**config.mk**
```make
export PLATFORM = sky130hd
export DESIGN_NAME = uart_rx_deserializer
export DESIGN_NICKNAME = d
export VERILOG_FILES = /design/src/rtl/uart_rx_pkg.sv /design/src/rtl/uart_rx_deserializer_sampler.sv /design/src/rtl/uart_rx_deserializer.sv
export SDC_FILE = /design/constraint.sdc
export NUM_CORES = 1
export LEC_CHECK = 0
export CAP_MARGIN = 20
export CELL_PAD_IN_SITES_DETAIL_PLACEMENT = 1
export CELL_PAD_IN_SITES_GLOBAL_PLACEMENT = 1
export CORE_MARGIN = 2
export CORE_UTILIZATION = 40
export DETAILED_ROUTE_END_ITERATION = 16
export PLACE_DENSITY = 0.71
export SETUP_SLACK_MARGIN = 0.02
export SYNTH_ARGS = -nofsm -noshare
export SYNTH_HDL_FRONTEND = slang
export SYNTH_HIERARCHICAL = 1
export SYNTH_SLANG_ARGS = --single-unit
```
**constraint.sdc**
```tcl
create_clock -name CLK -period 1.8 [get_ports CLK]
set_clock_uncertainty 0.2 [all_clocks]
set_input_delay 0.36 -clock CLK [delete_from_list [all_inputs] [get_ports CLK]]
set_output_delay 0.36 -clock CLK [all_outputs]
set_load 0.03 [all_outputs]
```
**src/rtl/uart_rx_pkg.sv**
```systemverilog
// uart_rx_pkg: FSM states, sample offsets and parity-type constants shared by the UART receiver (PARITY state only with RX_PARITY_EN)
package uart_rx_pkg;
`ifdef RX_PARITY_EN
    typedef enum logic [2:0] {IDLE, START, DATA, PARITY, STOP} state_t;
`else
    typedef enum logic [2:0] {IDLE, START, DATA, STOP} state_t;
`endif
    localparam logic PAR_EVEN = 1'b0;
    localparam logic PAR_ODD  = 1'b1;
    function automatic int samp_lo(input int prescale);
        return prescale / 2 - 1;
    endfunction
    function automatic int samp_mid(input int prescale);
        return prescale / 2;
    endfunction
    function automatic int samp_hi(input int prescale);
        return prescale / 2 + 1;
    endfunction
endpackage

```
**src/rtl/uart_rx_deserializer_sampler.sv**
```systemverilog
// rx_data_sampler: per-bit edge counter with three-point majority vote around mid-bit
module rx_data_sampler
    import uart_rx_pkg::*;
#(
    parameter int PRESCALE = 8
) (
    input  logic clk,
    input  logic rst,
    input  logic rx_in,
    input  logic run,
    output logic sampled_bit,
    output logic sample_done,
    output logic bit_end
);
    localparam int CW = $clog2(PRESCALE);
    localparam logic [CW-1:0] LO   = CW'(samp_lo(PRESCALE));
    localparam logic [CW-1:0] MID  = CW'(samp_mid(PRESCALE));
    localparam logic [CW-1:0] HI   = CW'(samp_hi(PRESCALE));
    localparam logic [CW-1:0] LAST = CW'(PRESCALE - 1);
    logic [CW-1:0] edge_cnt_q, edge_cnt_d;
    logic s_lo_q, s_lo_d, s_mid_q, s_mid_d;
    // Counter follows the frame only while the FSM is active; the third sample is the live line at H+1
    always_comb begin
        bit_end     = edge_cnt_q == LAST;
        sample_done = edge_cnt_q == HI;
        edge_cnt_d  = run ? (bit_end ? '0 : edge_cnt_q + CW'(1)) : '0;
        s_lo_d      = edge_cnt_q == LO ? rx_in : s_lo_q;
        s_mid_d     = edge_cnt_q == MID ? rx_in : s_mid_q;
        sampled_bit = (s_lo_q & s_mid_q) | (s_lo_q & rx_in) | (s_mid_q & rx_in);
    end
    // Counter and sample registers
    always_ff @(posedge clk or posedge rst) begin
        if (rst) begin
            edge_cnt_q <= '0;
            s_lo_q     <= 1'b0;
            s_mid_q    <= 1'b0;
        end else begin
            edge_cnt_q <= edge_cnt_d;
            s_lo_q     <= s_lo_d;
            s_mid_q    <= s_mid_d;
        end
    end
endmodule

```
**src/rtl/uart_rx_deserializer.sv**
```systemverilog
// uart_rx_deserializer: oversampling UART receiver, MSB first, registered outputs; RX_PARITY_EN adds a parity bit and Par_Err
module uart_rx_deserializer
    import uart_rx_pkg::*;
#(
    parameter int PRESCALE   = 8,
    parameter int DATA_WIDTH = 8
) (
    input  logic                  CLK,
    input  logic                  RST,
    input  logic                  RX_IN,
    input  logic                  PAR_TYP,
    output logic [DATA_WIDTH-1:0] P_Data,
    output logic                  Data_Valid,
    output logic                  Par_Err,
    output logic                  Stp_Err,
    output logic                  Busy
);
    localparam int BW = DATA_WIDTH > 1 ? $clog2(DATA_WIDTH) : 1;
    localparam logic [BW-1:0] LAST_BIT = BW'(DATA_WIDTH - 1);
`ifdef RX_PARITY_EN
    localparam state_t AFTER_DATA = PARITY;
    logic par_bit_q, par_bit_d;
`else
    localparam state_t AFTER_DATA = STOP;
    logic par_typ_unused;
    assign par_typ_unused = PAR_TYP;
`endif
    state_t state_q, state_d;
    logic [BW-1:0] bit_cnt_q, bit_cnt_d;
    logic [DATA_WIDTH-1:0] shift_q, shift_d, p_data_q, p_data_d;
    logic data_valid_q, data_valid_d, par_err_q, par_err_d, stp_err_q, stp_err_d, busy_q, busy_d;
    logic par_bad, sampled_bit, sample_done, bit_end;

    rx_data_sampler #(.PRESCALE(PRESCALE)) u_sampler (
        .clk         (CLK),
        .rst         (RST),
        .rx_in       (RX_IN),
        .run         (state_d != IDLE),
        .sampled_bit (sampled_bit),
        .sample_done (sample_done),
        .bit_end     (bit_end)
    );

    // Frame FSM; STOP returns to IDLE at the decision point so a following start edge costs no cycles
    always_comb begin
        state_d      = state_q;
        bit_cnt_d    = bit_cnt_q;
        shift_d      = shift_q;
        p_data_d     = p_data_q;
        data_valid_d = 1'b0;
        par_err_d    = 1'b0;
        stp_err_d    = 1'b0;
`ifdef RX_PARITY_EN
        par_bit_d    = par_bit_q;
        par_bad      = (^shift_q ^ (PAR_TYP == PAR_ODD)) != par_bit_q;
`else
        par_bad      = 1'b0;
`endif
        case (state_q)
            IDLE: state_d = RX_IN ? IDLE : START;
            START: begin
                bit_cnt_d = '0;
                if (sample_done && sampled_bit) state_d = IDLE;
                else if (bit_end) state_d = DATA;
            end
            DATA: begin
                if (sample_done) shift_d = {shift_q[DATA_WIDTH-2:0], sampled_bit};
                if (bit_end) begin
                    bit_cnt_d = bit_cnt_q + BW'(1);
                    if (bit_cnt_q == LAST_BIT) state_d = AFTER_DATA;
                end
            end
`ifdef RX_PARITY_EN
            PARITY: begin
                if (sample_done) par_bit_d = sampled_bit;
                if (bit_end) state_d = STOP;
            end
`endif
            STOP: if (sample_done) begin
                state_d      = IDLE;
                stp_err_d    = !sampled_bit;
                par_err_d    = par_bad;
                data_valid_d = sampled_bit && !par_bad;
                p_data_d     = data_valid_d ? shift_q : p_data_q;
            end
            default: state_d = IDLE;
        endcase
        busy_d = state_d != IDLE;
    end

    // State, datapath and output registers
    always_ff @(posedge CLK or posedge RST) begin
        if (RST) begin
            state_q      <= IDLE;
            bit_cnt_q    <= '0;
            shift_q      <= '0;
            p_data_q     <= '0;
            data_valid_q <= 1'b0;
            par_err_q    <= 1'b0;
            stp_err_q    <= 1'b0;
            busy_q       <= 1'b0;
`ifdef RX_PARITY_EN
            par_bit_q    <= 1'b0;
`endif
        end else begin
            state_q      <= state_d;
            bit_cnt_q    <= bit_cnt_d;
            shift_q      <= shift_d;
            p_data_q     <= p_data_d;
            data_valid_q <= data_valid_d;
            par_err_q    <= par_err_d;
            stp_err_q    <= stp_err_d;
            busy_q       <= busy_d;
`ifdef RX_PARITY_EN
            par_bit_q    <= par_bit_d;
`endif
        end
    end

    assign P_Data     = p_data_q;
    assign Data_Valid = data_valid_q;
    assign Par_Err    = par_err_q;
    assign Stp_Err    = stp_err_q;
    assign Busy       = busy_q;
endmodule

```
; Word-level counts from Yosys, hierarchy flattened
; Index checks and enable logic that the tools add are counted.
[word_totals]
ff_bits = 30
latch_bits = 0
ram_bits = 0
mem_bits_ro = 0
input_bits = 4
out_inout_bits = 12
wordCells = 49
mem_count = 0
[classes]
addsub = 2
multipliers = 0
div = 0
order_cmp = 0
n_eq_ne = 9
n_shift = 0
muxes = 15
n_bitwise = 5
n_reduce_logical = 8
[op_table]
columns = operator, n
row1 = 2-to-1 mux 3 bit, 8
row2 = == test 3 bit (second input constant), 4
row3 = case mux 3 bit (4 select lines), 1
row4 = == test 3 x 2 -> 1 bit (second input constant), 3
row5 = adder 3 x 1 -> 3 bit (second input constant), 2
row6 = case mux 3 bit (2 select lines), 1
row7 = 2-to-1 mux 1 bit, 5
row8 = AND reduction 2 bit, 2
row9 = AND 1 bit, 3
row10 = == test 3 x 1 -> 1 bit (second input constant), 1
row11 = logical NOT 3 bit, 1
row12 = AND reduction 3 bit, 1
row13 = nonzero test 3 bit, 1
row14 = inequality test 2 bit (second input constant), 1
row15 = OR 1 bit, 2
row16 = nonzero test 2 bit, 1
row17 = logical AND 1 bit, 1
row18 = logical NOT 1 bit, 1

; Logic depth before layout (Yosys ltp)
; Gate-level depths: netlist of run 1.
[logic_depth]
ltp_word = 8
mapped_depth = 7
mapped_depth_nobuf = 7

; By module
; Netlist of run 1, hierarchy kept.
[by_module_without_submodules]
columns = module, n_inst, cells_per_inst, area_per_inst_um2, seq_area_each_um2
row1 = uart_rx_deserializer, 1, 77, 1073.5, 625.6
row2 = rx_data_sampler, 1, 22, 270.3, 125.1

; Least setup slack after synthesis of run 1
; No wires, ideal clock.
[synth_timing]
kind = flip-flop to flip-flop
startpoint = register u_sampler.s_lo_q
endpoint = register u_sampler.edge_cnt_q[0]
arrival_ps = 1615
t_required_ps = 1512
path_slack_ps = -104
path_stages_with_launch = 6
n_path_buf = 0
cell_sequence = dfrtp_1 -> maj3_1 -> mux2_2 -> a211o_1 -> o211ai_1 -> nor3b_1
[synth_between]
elab_chain_len = 8
elab_cells_between_ends = 9
cone_classes = mux (3) / bitwise (4) / reduce/logical (2)
[synth_rtl]
columns = element, line_no
row1 = start: declaration, uart_rx_deserializer_sampler.sv:21  ; logic s_lo_q, s_lo_d, s_mid_q, s_mid_d;
row2 = start signal: assignment, uart_rx_deserializer_sampler.sv:39  ; s_lo_q <= s_lo_d;
row3 = AND 1 bit, uart_rx_deserializer_sampler.sv:29  ; sampled_bit = (s_lo_q & s_mid_q) | (s_lo_q & rx_in) | (s_mid_q & rx_in);
row4 = OR 1 bit (*) (2 in a row), uart_rx_deserializer_sampler.sv:29
row5 = via sampled_bit, uart_rx_deserializer.sv:32  ; logic par_bad, sampled_bit, sample_done, bit_end;
row6 = logical AND 1 bit (*), uart_rx_deserializer.sv:63  ; if (sample_done && sampled_bit) state_d = IDLE;
row7 = 2-to-1 mux 3 bit (*), uart_rx_deserializer.sv:63
row8 = case mux 3 bit (4 select lines) (*), uart_rx_deserializer.sv:59  ; case (state_q)
row9 = nonzero test 3 bit (*), --
row10 = via busy_d, uart_rx_deserializer.sv:31  ; logic data_valid_q, data_valid_d, par_err_q, par_err_d, stp_err_q, stp_err_d, busy_q, busy_d;
row11 = 2-to-1 mux 3 bit (*), uart_rx_deserializer_sampler.sv:26  ; edge_cnt_d = run ? (bit_end ? '0 : edge_cnt_q + CW'(1)) : '0;
row12 = via u_sampler.edge_cnt_d[0], uart_rx_deserializer_sampler.sv:20  ; logic [CW-1:0] edge_cnt_q, edge_cnt_d;
row13 = end signal: assignment, uart_rx_deserializer_sampler.sv:38  ; edge_cnt_q <= edge_cnt_d;
row14 = end: declaration, uart_rx_deserializer_sampler.sv:20
; The timed path passes the listed nets; every way through them passes the cells marked *.
; A chain may end at the register's enable or synchronous reset.

; Worst setup path after layout of run 1
[layout_timing]
startpoint = register u_sampler.edge_cnt_q[0]
endpoint = register u_sampler.edge_cnt_q[0]
[layout_between]
elab_chain_len = 6
elab_cells_between_ends = 12
cone_classes = add/sub (1) / eq/ne (2) / mux (7) / reduce/logical (2)
[layout_rtl]
columns = element, line_no
row1 = == test 3 bit (*), uart_rx_deserializer_sampler.sv:24  ; bit_end = edge_cnt_q == LAST;
row2 = via bit_end, uart_rx_deserializer.sv:32
row3 = 2-to-1 mux 3 bit, uart_rx_deserializer.sv:64  ; else if (bit_end) state_d = DATA;
row4 = 2-to-1 mux 3 bit, uart_rx_deserializer.sv:63
row5 = case mux 3 bit (4 select lines) (*), uart_rx_deserializer.sv:59
row6 = nonzero test 3 bit (*), --
row7 = via busy_d, uart_rx_deserializer.sv:31
row8 = 2-to-1 mux 3 bit (*), uart_rx_deserializer_sampler.sv:26
row9 = via u_sampler.edge_cnt_d[0], uart_rx_deserializer_sampler.sv:20
; Marked as above.

==> run_results.csv, run 1 <==
group,metric,value,unit
cts,clockBufferDepth,2,
run,cap_violations,0,
timing,layout_setup_ws,-185.1,ps
run_status,violated_checks,"setup timing",
floorplanning,fp.dieArea,3839,um^2
synth,synth-simple-area-share,8.007,%
synth,post_synth_mux_area_share,16.95,%
floorplanning,initial_core_utilization,40.91,%
layout,multiInputGateArea,660.6,um^2
timing,timing.final.hold_violations,0,
timing,finalSetupViolCount,18,
worst_setup_path,worst-path-max-fanout,4,
grt,grt_pass1_vias,926,
run_status,outcome,"finished with violations",
synth,synth_seq_area_share,55.87,%
placement,portBuffers,13,
floorplanning,boundaryPins,16,
placement,detailedPlace.worstSlack,-619.5,ps
timing,min_period_over_period,110.3,%
drt,routed_wire_length_per_instance,16.21,um
placement,placed_cell_area,1634,um^2
synth,post_synth_inst_count,99,
drt,route.vias.total,885,
layout,synthToLayoutAreaGrowth,38.17,%
synth,synth_top_family_by_area,"multiplexers",
floorplanning,core_area,3284,um^2
layout,total_number_of_nets_in_the_final_design,148,
layout,fillers,352,
cts,cts_sink_cnt,30,
layout,drive_above_1_share,50.72,%
worst_setup_path,arrival,2020,ps
power,cellLeakagePower,0.9588,nW
cts,clkSlewWorstSetupHoldPaths,90,ps
grt,maximum_number_of_pins_on_one_net_before_global_route_repair,26,
synth,synth-xor-area-share,0,%
placement,post-dp-hpwl,1961,um
timing,tns,-1214,ps
placement,gp_routability_congestion,0.8672,
grt,number_of_antenna_violations_at_the_first_check_in_global_routing,0,
synth,ys_warn_count,6,
worst_setup_path,end_kind,"flip-flop",
floorplanning,die_width,61.96,um
timing,unrepaired_setup_endpoints_after_global_routing,"true",
layout,seq_area,752.0,um^2
cts,cts_hold_buf,0,
drt,via_per_inst,4.810,
timing,fmax,503.7,MHz
grt,grt_remaining_overflow,0,
power,power,1.520,mW
grt,grt_first_pass_wirelength,4491,um
synth,synth-compound-area-share,6.797,%
drt,drt-total-wl,2982,um
floorplanning,core.rowCount,21,
power,cellPowerDensity,818.4,nW/um^2
cts,numCtsBuffers,5,
layout,num_antenna_cells,0,
synth,synth-seq-cells,30,
worst_setup_path,criticalPathCategory,"flip-flop to flip-flop",
synth,synth.lib_cells_used.distinct,33,
drt,drt_first_pass_iters,2,
synth,synth_area,1344,um^2
cts,clock_tree_from_tritoncts,"yes",
worst_setup_path,timing.critical_path.required,1830,ps
timing,final_period_minus_worst_setup_slack,1985,ps
synth,synth.avg_cell_area,13.57,um^2
worst_setup_path,worst_setup_start_kind,"flip-flop",
cts,h-tree-depth,2,
synth,synth_adder_area_share,7.263,%
power,worst_ir_drop_vdd,0.4933,mV
grt,grt_use_total,17.81,%
worst_hold_path,hp-class,"primary input to asynchronous set/reset pin",
drt,drtIter0Drc,24,
cts,clock_insertion_delay_worst_skew,330,ps
drt,detail_route_antenna_nets,0,
floorplanning,fp.dieH,61.96,um
cts,clockRootBuffer,"clkbuf_4",
timing,slew_violations,0,
layout,layout.cell_area.non_filler,1857,um^2
drt,drcViolationCount,0,
-- sequential cells by signal, summed over array words and instances (netlist names) --
register and cells:
P_Data 8, state_q 3, Stp_Err 1, bit_cnt_q 3
Busy 1, u_sampler/edge_cnt_q 3, shift_q 8, u_sampler/s_lo_q 1
Data_Valid 1, u_sampler/s_mid_q 1
-- what timing repair did --
item	4_1_cts	5_1_grt
pin swaps	6	6
resized for setup	27	11
setup buffers	4	4
cloned	1	0
setup endpoints to repair	31	22
-- through the flow --
step	utilization (%)	cells	hold WS (ps)
floorplan	-	100	-61.48
global placement	49.75	169	287.3
detailed placement	49.75	169	294.7
CTS	54.82	182	53.01
global route	56.53	184	79.13
finish	56.53	184	55.61
-- final timing paths --
| kind | start | endpoint | slack (ps) | cells past startpoint |
|---|---|---|---|---|
| min in group CLK | P_Data[1]$_DFFE_PP0P_ | P_Data[1]$_DFFE_PP0P_ | 300 | 1 |
| min reg2reg | P_Data[1]$_DFFE_PP0P_ | P_Data[1]$_DFFE_PP0P_ | 300 | 1 |
| max reg2reg | u_sampler/edge_cnt_q[0]$_DFF_PP0_ | u_sampler/edge_cnt_q[0]$_DFF_PP0_ | -190 | 6 |
| max in group asynchronous | RST | shift_q[1]$_DFFE_PP0P_ | 960 | 3 |
| min | RST | u_sampler/edge_cnt_q[1]$_DFF_PP0_ | 60 | 2 |
| max | u_sampler/edge_cnt_q[0]$_DFF_PP0_ | u_sampler/edge_cnt_q[0]$_DFF_PP0_ | -190 | 6 |
-- layout by cell type (no fill, tap or decap), types with 2 or more instances in the layout --
master	synthesis	layout
buf_4	1	19
clkbuf_4	0	5
clkinv_2	0	2
conb_1	1	2
dfrtp_1	30	29
dlygate4sd2_1	0	12
ha_1	7	4
ha_4	0	3
inv_1	9	6
inv_2	1	3
mux2_2	18	9
mux2_4	1	10
nand2_1	3	2
nand2_4	0	2
o2bb2ai_1	3	3
-- report_power, final --
group          internal, mW  switching, mW  total [mW]
Clock                 0.287          0.239       0.526
Sequential            0.715         0.0441       0.759
Combinational         0.124          0.111       0.234
-- worst max-delay path, stage by stage (launching register included) --
cell,delay [ps]
dfrtp_2,460
ha_4,190
ha_4,160
and3b_2,200
a32oi_2,250
o211ai_1,210
nor3b_2,200
-- logic make-up after synthesis --
group,Yosys count
and+or+nand+nor,14
AOI/OAI and AO/OA,12
buffers and inverters,14
DFF,30
other,1
adders and majority gates,8
muxes,20
-- cell type report --
cell class	instances	share of cell area, %
inverters	10	2.156
clock inverters	3	2.156
repair buffers	33	14.49
multi-input cells	57	35.58
flip-flops and latches	30	40.50
clock buffers	5	2.022
well taps	46	3.100
-- synthesized netlist by cell type, drive strengths merged --
library cell	n	area, um^2
nor3b	1	7.510
a22oi	2	15.01
nand2	3	11.26
nor3	1	5.000
a21oi	1	5.000
mux2	19	217.7
maj3	1	10.01
a32oi	1	8.760
and3b	1	10.01
ha	7	87.58
nor4b	1	8.760
o211ai	1	7.510
clkbuf	1	3.750
a21o	1	8.760
conb	1	3.750
nand2b	1	6.260
a31oi	1	6.260
a211o	1	8.760
dfrtp	30	750.7
mux2i	1	10.01
nor4	1	21.27
nor2b	2	12.51
and2	2	13.77
buf	3	23.77
o21ai	1	5.000
o2bb2ai	3	26.28
inv	10	37.53
and4b	1	11.26
-- routing by layer --
| layer | part of all wire, % | wire length, um | track usage, % |
|---|---|---|---|
| met1 | 41 | 1233 | 19.76 |
| met2 | 53 | 1581 | 28.72 |
| met3 | 3.7 | 111 | 8.075 |
| met4 | 1.8 | 55 | 9.119 |
| met5 | 0 | 0 | 0 |
(Power assumes the default switching activity.)
==> run 2: changes to the inputs <==
--- a/config.mk
+++ b/config.mk
@@ -11,7 +11,7 @@
 export CORE_MARGIN = 2
 export CORE_UTILIZATION = 40
 export DETAILED_ROUTE_END_ITERATION = 16
-export PLACE_DENSITY = 0.71
+export PLACE_DENSITY = 0.74
 export SETUP_SLACK_MARGIN = 0.02
 export SYNTH_ARGS = -nofsm -noshare
 export SYNTH_HDL_FRONTEND = slang
==> run_results.csv, run 2 (synthesized netlist as in run 1, its figures left out) <==
group,metric,value,unit
floorplanning,fp.dieArea,3839,um^2
layout,num_antenna_cells,0,
cts,clock_tree_from_tritoncts,"yes",
drt,via_per_inst,4.870,
placement,portBuffers,13,
worst_hold_path,hp-class,"primary input to asynchronous set/reset pin",
drt,drt_first_pass_iters,3,
floorplanning,die_width,61.96,um
power,worst_ir_drop_vdd,0.4364,mV
timing,layout_setup_ws,-109.3,ps
grt,grt_pass1_vias,912,
cts,clockRootBuffer,"clkbuf_4",
drt,drt-total-wl,2867,um
layout,drive_above_1_share,50.00,%
worst_setup_path,worst_setup_start_kind,"flip-flop",
grt,grt_first_pass_wirelength,4374,um
drt,drcViolationCount,0,
power,clkPwrFrac,29.1,%
run_status,violated_checks,"setup timing",
placement,dp_cells,169,
floorplanning,boundaryPins,16,
timing,finalSetupViolCount,20,
cts,clkSlewWorstSetupHoldPaths,100,ps
power,power.internal,1.040,mW
layout,post_layout_nonfiller_instances,184,
run_status,outcome,"finished with violations",
floorplanning,fp.dieH,61.96,um
worst_setup_path,criticalPathCategory,"flip-flop to flip-flop",
layout,layout_commonest_cell,"dfrtp_1",
layout,synthToLayoutAreaGrowth,37.06,%
grt,grt_use_total,16.78,%
cts,h-tree-depth,2,
power,cellPowerDensity,774.2,nW/um^2
worst_setup_path,timing.critical_path.required,1860,ps
power,switching_share,27.07,%
floorplanning,core_area,3284,um^2
grt,grt_remaining_overflow,0,
power,power,1.426,mW
drt,drtIter0Drc,8,
cts,clock_insertion_delay_worst_skew,330,ps
worst_setup_path,worst-path-max-fanout,4,
drt,route.vias.total,896,
worst_setup_path,arrival,1970,ps
cts,numCtsBuffers,5,
worst_setup_path,timing.reg2reg.setup_slack,-110,ps
power,power.share.sequential,53.0,%
timing,min_period_over_period,106.1,%
placement,gp_routability_congestion,0.8116,
power,comb_power_share,17.8,%
placement,post-dp-hpwl,1843,um
layout,total_number_of_nets_in_the_final_design,148,
grt,number_of_antenna_violations_at_the_first_check_in_global_routing,0,
power,reported_net_switching_power,0.3861,mW
timing,fmax,523.7,MHz
timing,final_period_minus_worst_setup_slack,1909,ps
layout,final_core_utilization,56.08,%
cts,clockBufferDepth,2,
timing,timing.final.hold_violations,0,
run,cap_violations,0,
power,cellLeakagePower,0.9393,nW
floorplanning,initial_core_utilization,40.91,%
worst_setup_path,end_kind,"flip-flop",
timing,slew_violations,0,
cts,cts_sink_cnt,30,
cts,cts_hold_buf,0,
grt,maximum_number_of_pins_on_one_net_before_global_route_repair,26,
layout,most-common-layout-cells,"dfrtp_1 (29), buf_4 (19), dlygate4sd2_1 (12)",
drt,routed_wire_length_per_instance,15.58,um
floorplanning,core.rowCount,21,
drt,detail_route_antenna_nets,0,
timing,unrepaired_setup_endpoints_after_global_routing,"true",
-- run 2: changes by cell type in the layout (fill, tap and decap cells not counted), sizes merged --
cell	delta
bufinv	-1
clkbuf	+2
clkinv	-1
-- run 2: layout make-up --
type,instances,area [um^2]
Inverter,10,40.04
Clock buffer,7,55.05
Timing Repair Buffer,33,269.0
Fill cell,333,1443
Multi-Input combinational cell,57,663.1
Clock inverter,1,5.005
Sequential cell,30,752.0
Tap cell,46,57.56
-- run 2: per-layer routing --
layer,global-route usage (%),vias to the layer above,wire length (um)
li1,-,421,-
met1,19.48,456,1199
met2,27.08,15,1500
met3,6.418,4,110
met4,8.207,0,57
met5,0,-,0
-- run 2: worst paths after layout --
path	to	from	cells past startpoint
setup reg to reg	u_sampler/edge_cnt_q[0]$_DFF_PP0_	u_sampler/s_lo_q$_DFFE_PP0N_	5
setup / recovery	u_sampler/edge_cnt_q[0]$_DFF_PP0_	u_sampler/s_lo_q$_DFFE_PP0N_	5
max in group asynchronous	bit_cnt_q[2]$_DFFE_PP0P_	RST	3
min in group CLK	P_Data[4]$_DFFE_PP0P_	P_Data[4]$_DFFE_PP0P_	1
hold reg to reg	P_Data[4]$_DFFE_PP0P_	P_Data[4]$_DFFE_PP0P_	1
hold / removal	u_sampler/edge_cnt_q[1]$_DFF_PP0_	RST	2
-- run 2: repair_timing --
action / 4_1_cts / 5_1_grt
pin swaps: 10 / 8
gates resized for setup: 29 / 6
setup endpoints to repair: 31 / 24
cloned: 1 / 0
buffers inserted: 6 / 1
-- run 2: stage by stage --
stage	setup slack, ps	hold WS [ps]	TNS [ps]	cell area, um^2
2_1_floorplan	-64.26	-61.48	-546.1	1369
3_3_place_gp	-484.5	285.9	-4269	1634
3_5_place_dp	-560.2	297.7	-5198	1634
4_1_cts	-123.9	50.01	-975.3	1813
5_1_grt	-185.8	99.74	-2728	1842
6_report	-109.3	47.19	-1380	1842
-- run 2: worst max-delay path, cell delays in order (launching register included) --
cell and delay (ps):
dfrtp_1 400, maj3_2 320, mux2_2 270, a211o_1 270, o211ai_1 170, nor3b_2 220
-- run 2: power groups by stage --
| stage | combinational [mW] | clock, mW | sequential [mW] |
|---|---|---|---|
| after global routing | 0.275 | 0.466 | 0.761 |
| final | 0.254 | 0.415 | 0.756 |
| after global placement | 0.186 | 0 | 0.763 |
| after detailed placement | 0.197 | 0 | 0.766 |
| after CTS | 0.237 | 0.432 | 0.754 |
| after floorplan | 0.126 | 0 | 0.758 |
==> edit 1, RTL diff (settings of run 2) <==
The 4 states of `state_t` get a one-hot encoding in 4 bits.
--- a/src/rtl/uart_rx_pkg.sv
+++ b/src/rtl/uart_rx_pkg.sv
@@ -5,3 +5,3 @@
 `else
-    typedef enum logic [2:0] {IDLE, START, DATA, STOP} state_t;
+    typedef enum logic [3:0] {IDLE = 4'b0001, START = 4'b0010, DATA = 4'b0100, STOP = 4'b1000} state_t;
 `endif
Formal check against the unedited RTL: same outputs for any inputs over 10 cycles, from zero or initial values and one cycle with RST high; not proved beyond that.
==> edit 1 against run 2 <==
- setup slack better by 0.11 ns
- non-clock buffer count down 2
- global-route usage down 0.46 points
- wire length up 3.4%
- sequential cell count up 1
- design area up 5.0%
- synthesized area up 9.5%
- critical path type unchanged
- largest cell class unchanged
Power is not compared: it rests on default switching activity, and its combinational part moved more than twofold at a synthesized area within 25%.
==> edit 1: results (changes against run 2) <==
| Metric | Value |
|---|---|
| Worst EP arrival | 1.77 ns (was 1.97 ns) |
| Total placed instance area | 1720 µm² (was 1630 µm²) |
| Max-slew violations | 0 (unchanged) |
| Area contributors post-synth | dfrtp_1, mux2_4, mux2_2 (was dfrtp_1, mux2_2, ha_1) |
| Status | finished, final reports clean (was finished, violations left) |
| Post-synth cell types | 38 (was 33) |
| Post-Route WL | 2960 µm (was 2870 µm) |
| Top cells by count, synth | dfrtp_1, mux2_2, mux2_4 (was dfrtp_1, mux2_2, inv_1) |
| Resize count post-CTS | 29 (unchanged) |
| Postcts setup bufs | 3 (was 6) |
| Clock Latency Late Sink | 0.29 ns (was 0.33 ns) |
| Share of layout cells above drive strength 1 | 0.462 (was 0.500) |
| CTS clk-pin slew, worst paths | 0.07 ns (was 0.10 ns) |
| DR iter-0 viols | 46 (was 8) |
| Final Net Count | 155 (was 148) |
| Place WS | -0.551 ns (was -0.560 ns) |
| Sequential area share after synthesis | 0.528 (was 0.559) |
| Syn Inst Count | 110 (was 99) |
| WL/cell | 15.4 µm (was 15.6 µm) |
| Crit path from | u_sampler/edge_cnt_q[1]$_DFF_PP0_ (was u_sampler/s_lo_q$_DFFE_PP0N_) |
| DP Cell Count | 180 (was 169) |
| CTS Root Buffer Type | clkbuf_8 (was clkbuf_4) |
| First drt pass iteration count | 4 (was 3) |
| FFs w/ async S/R, synth | 1.00 (unchanged) |
| Main synth FF type | dfrtp_1 (unchanged) |
| Global-route wire length before repair | 5000 µm (was 4370 µm) |
| Largest net degree at the start of global routing | 27 (was 26) |
| Total sequential power | 0.721 mW |
| GP Congestion | 0.742 (was 0.812) |
| Overall routing resource usage | 0.163 (was 0.168) |
| Vias | 964 (was 896) |
| CTS Buf Count | 5 (unchanged) |
| Synth warn | 6 (unchanged) |
| Final-layout fill cell count | 368 (was 333) |
| Crit Path Max Fanout | 5 (was 4) |
| Area growth, synth to finish | 31.4% (was 37.1%) |
| DPL Wire Length | 2050 µm (was 1840 µm) |
| H-tree levels | 2 (unchanged) |
| Vias in the first global route | 1055 (was 912) |
-- edit 1: changes by cell type after synthesis, moves of 3 or more --
cell | run 2 | this run
inv_1 | 9 | 6
o2bb2ai_1 | 3 | 0
mux2_4 | 1 | 9
mux2_2 | 18 | 9
-- edit 1: kinds of logic after synthesis --
group / Yosys count / share of synthesized area
adder cells (fa/ha/maj): 8 / 0.0663
AND/OR/NAND/NOR: 29 / 0.135
buffers and inverters: 11 / 0.0493
AO/OA/AOI/OAI: 12 / 0.0578
multiplexers: 18 / 0.161
flip-flops: 31 / 0.528
other: 1 / 0.00255
-- edit 1: worst max-delay path, stage by stage, from the launching register on --
cell and delay, ns:
dfrtp_1 0.40, inv_2 0.08, ha_4 0.12, and2_4 0.17
buf_6 0.11, and4_4 0.28, mux2_4 0.31
-- edit 1: metal layers --
layer  global-route usage  wire length, µm  up-vias
li1                     -                -      451
met1                0.178             1260      489
met2                0.289             1540       20
met3               0.0625              108        4
met4               0.0559               51        0
met5                    0                0        -
-- edit 1: layout make-up --
| type | instances | area share |
|---|---|---|
| repair buffers | 31 | 0.131 |
| inverters | 6 | 0.0117 |
| flip-flops and latches | 31 | 0.404 |
| clock inverters | 2 | 0.0181 |
| multi-input cells | 69 | 0.361 |
| well taps | 48 | 0.0311 |
| clock buffers | 6 | 0.0427 |
-- edit 1: worst paths after layout --
kind                                                      to  slack, ns  cells past startpoint
worst max-delay path                   P_Data[4]$_DFFE_PP0P_      0.003                      6
worst min-delay path            u_sampler/s_lo_q$_DFFE_PP0N_       0.10                      2
worst max register to register         P_Data[4]$_DFFE_PP0P_      0.003                      6
worst min register to register         P_Data[7]$_DFFE_PP0P_       0.31                      1
max in group asynchronous               state_q[0]$_DFF_PP1_       0.83                      3
min in group CLK                       P_Data[7]$_DFFE_PP0P_       0.31                      1
==> edit 2, RTL diff (settings of run 2) <==
Made on the original files. `PRESCALE` is set to 8 in 2 places; all go to 16.
--- a/src/rtl/uart_rx_deserializer_sampler.sv
+++ b/src/rtl/uart_rx_deserializer_sampler.sv
@@ -4,3 +4,3 @@
 #(
-    parameter int PRESCALE = 8
+    parameter int PRESCALE = 16
 ) (
--- a/src/rtl/uart_rx_deserializer.sv
+++ b/src/rtl/uart_rx_deserializer.sv
@@ -4,3 +4,3 @@
 #(
-    parameter int PRESCALE   = 8,
+    parameter int PRESCALE   = 16,
     parameter int DATA_WIDTH = 8
Function: changed (a bounded check fails within 10 cycles, from zero or initial values and one cycle with RST high).
==> edit 2 against run 2 <==
- die area increased by 3.2%
- synthesized area grew 3.4%
- hold slack better by 0.012 ns
- design area grew 1.0%
- sequential share of layout area is 1.0 points higher
- setup slack lost 0.055 ns
- synthesized cell count up 7.1%
- wire length rose by 1.2%
- global-route usage rose by 0.34 points
- sequential cell count increased by 1
- the flow still finishes with violations (negative setup slack)
Power is not compared: it rests on default switching activity, and its combinational part moved more than twofold at a synthesized area within 25%.
==> edit 2: results (changes against run 2) <==
| Metric | Value |
|---|---|
| Setup Viol. Count Final | 21 (was 20) |
| Final non-filler cell total | 190 (was 184) |
| Total placed instance area | 1700 µm² (was 1630 µm²) |
| Final WS setup | -0.164 ns (was -0.109 ns) |
| Resize count post-CTS | 31 (was 29) |
| Xor-xnor portion of the synthesized cell area | 0.00630 (was 0) |
| Total negative slack | -1.56 ns (was -1.38 ns) |
| Vias | 967 (was 896) |
| Count of multi-input gates | 62 (was 57) |
| Compound-Gate Fraction of Synth Area | 0.0783 (was 0.0680) |
| Crit Path Max Fanout | 5 (was 4) |
| Final-layout fill cell count | 365 (was 333) |
| Share of layout cells above drive strength 1 | 0.486 (was 0.500) |
| Slowest cell on crit path | dfrtp_2 (was dfrtp_1) |
| GP Congestion | 0.824 (was 0.812) |
| Reg2reg end | u_sampler/edge_cnt_q[3]$_DFF_PP0_ (was u_sampler/edge_cnt_q[0]$_DFF_PP0_) |
| Global-route wire length before repair | 5160 µm (was 4370 µm) |
| Synth Area in Adders | 0.0522 (was 0.0726) |
| Status | finished, violations left (unchanged) |
| DPL Wire Length | 2140 µm (was 1840 µm) |
| Num sequential | 31 (was 30) |
| Mapped Avg Cell Area | 13.1 µm² (was 13.6 µm²) |
| Failing checks | negative setup slack (unchanged) |
| # clk buffers | 5 (was 7) |
| First drt pass iteration count | 2 (was 3) |
==> edit 2: how the worst max path moves through the flow <==
stage | startpoint | slack, ns | endpoint
floorplan | u_sampler/edge_cnt_q[1]$_DFF_PP0_ | -0.12 | shift_q[1]$_DFFE_PP0P_
global placement | RX_IN | -0.52 | u_sampler/edge_cnt_q[0]$_DFF_PP0_
detailed placement | RX_IN | -0.60 | u_sampler/edge_cnt_q[0]$_DFF_PP0_
CTS | u_sampler/edge_cnt_q[0]$_DFF_PP0_ | -0.13 | u_sampler/edge_cnt_q[3]$_DFF_PP0_
global route | u_sampler/edge_cnt_q[1]$_DFF_PP0_ | -0.22 | u_sampler/edge_cnt_q[3]$_DFF_PP0_
finish | u_sampler/edge_cnt_q[1]$_DFF_PP0_ | -0.16 | u_sampler/edge_cnt_q[3]$_DFF_PP0_
==> edit 2: routing by layer <==
layer,vias to the layer above,part of all wire
met3,8,0.036
met5,-,0
met2,18,0.52
li1,442,-
met4,0,0.023
met1,499,0.42
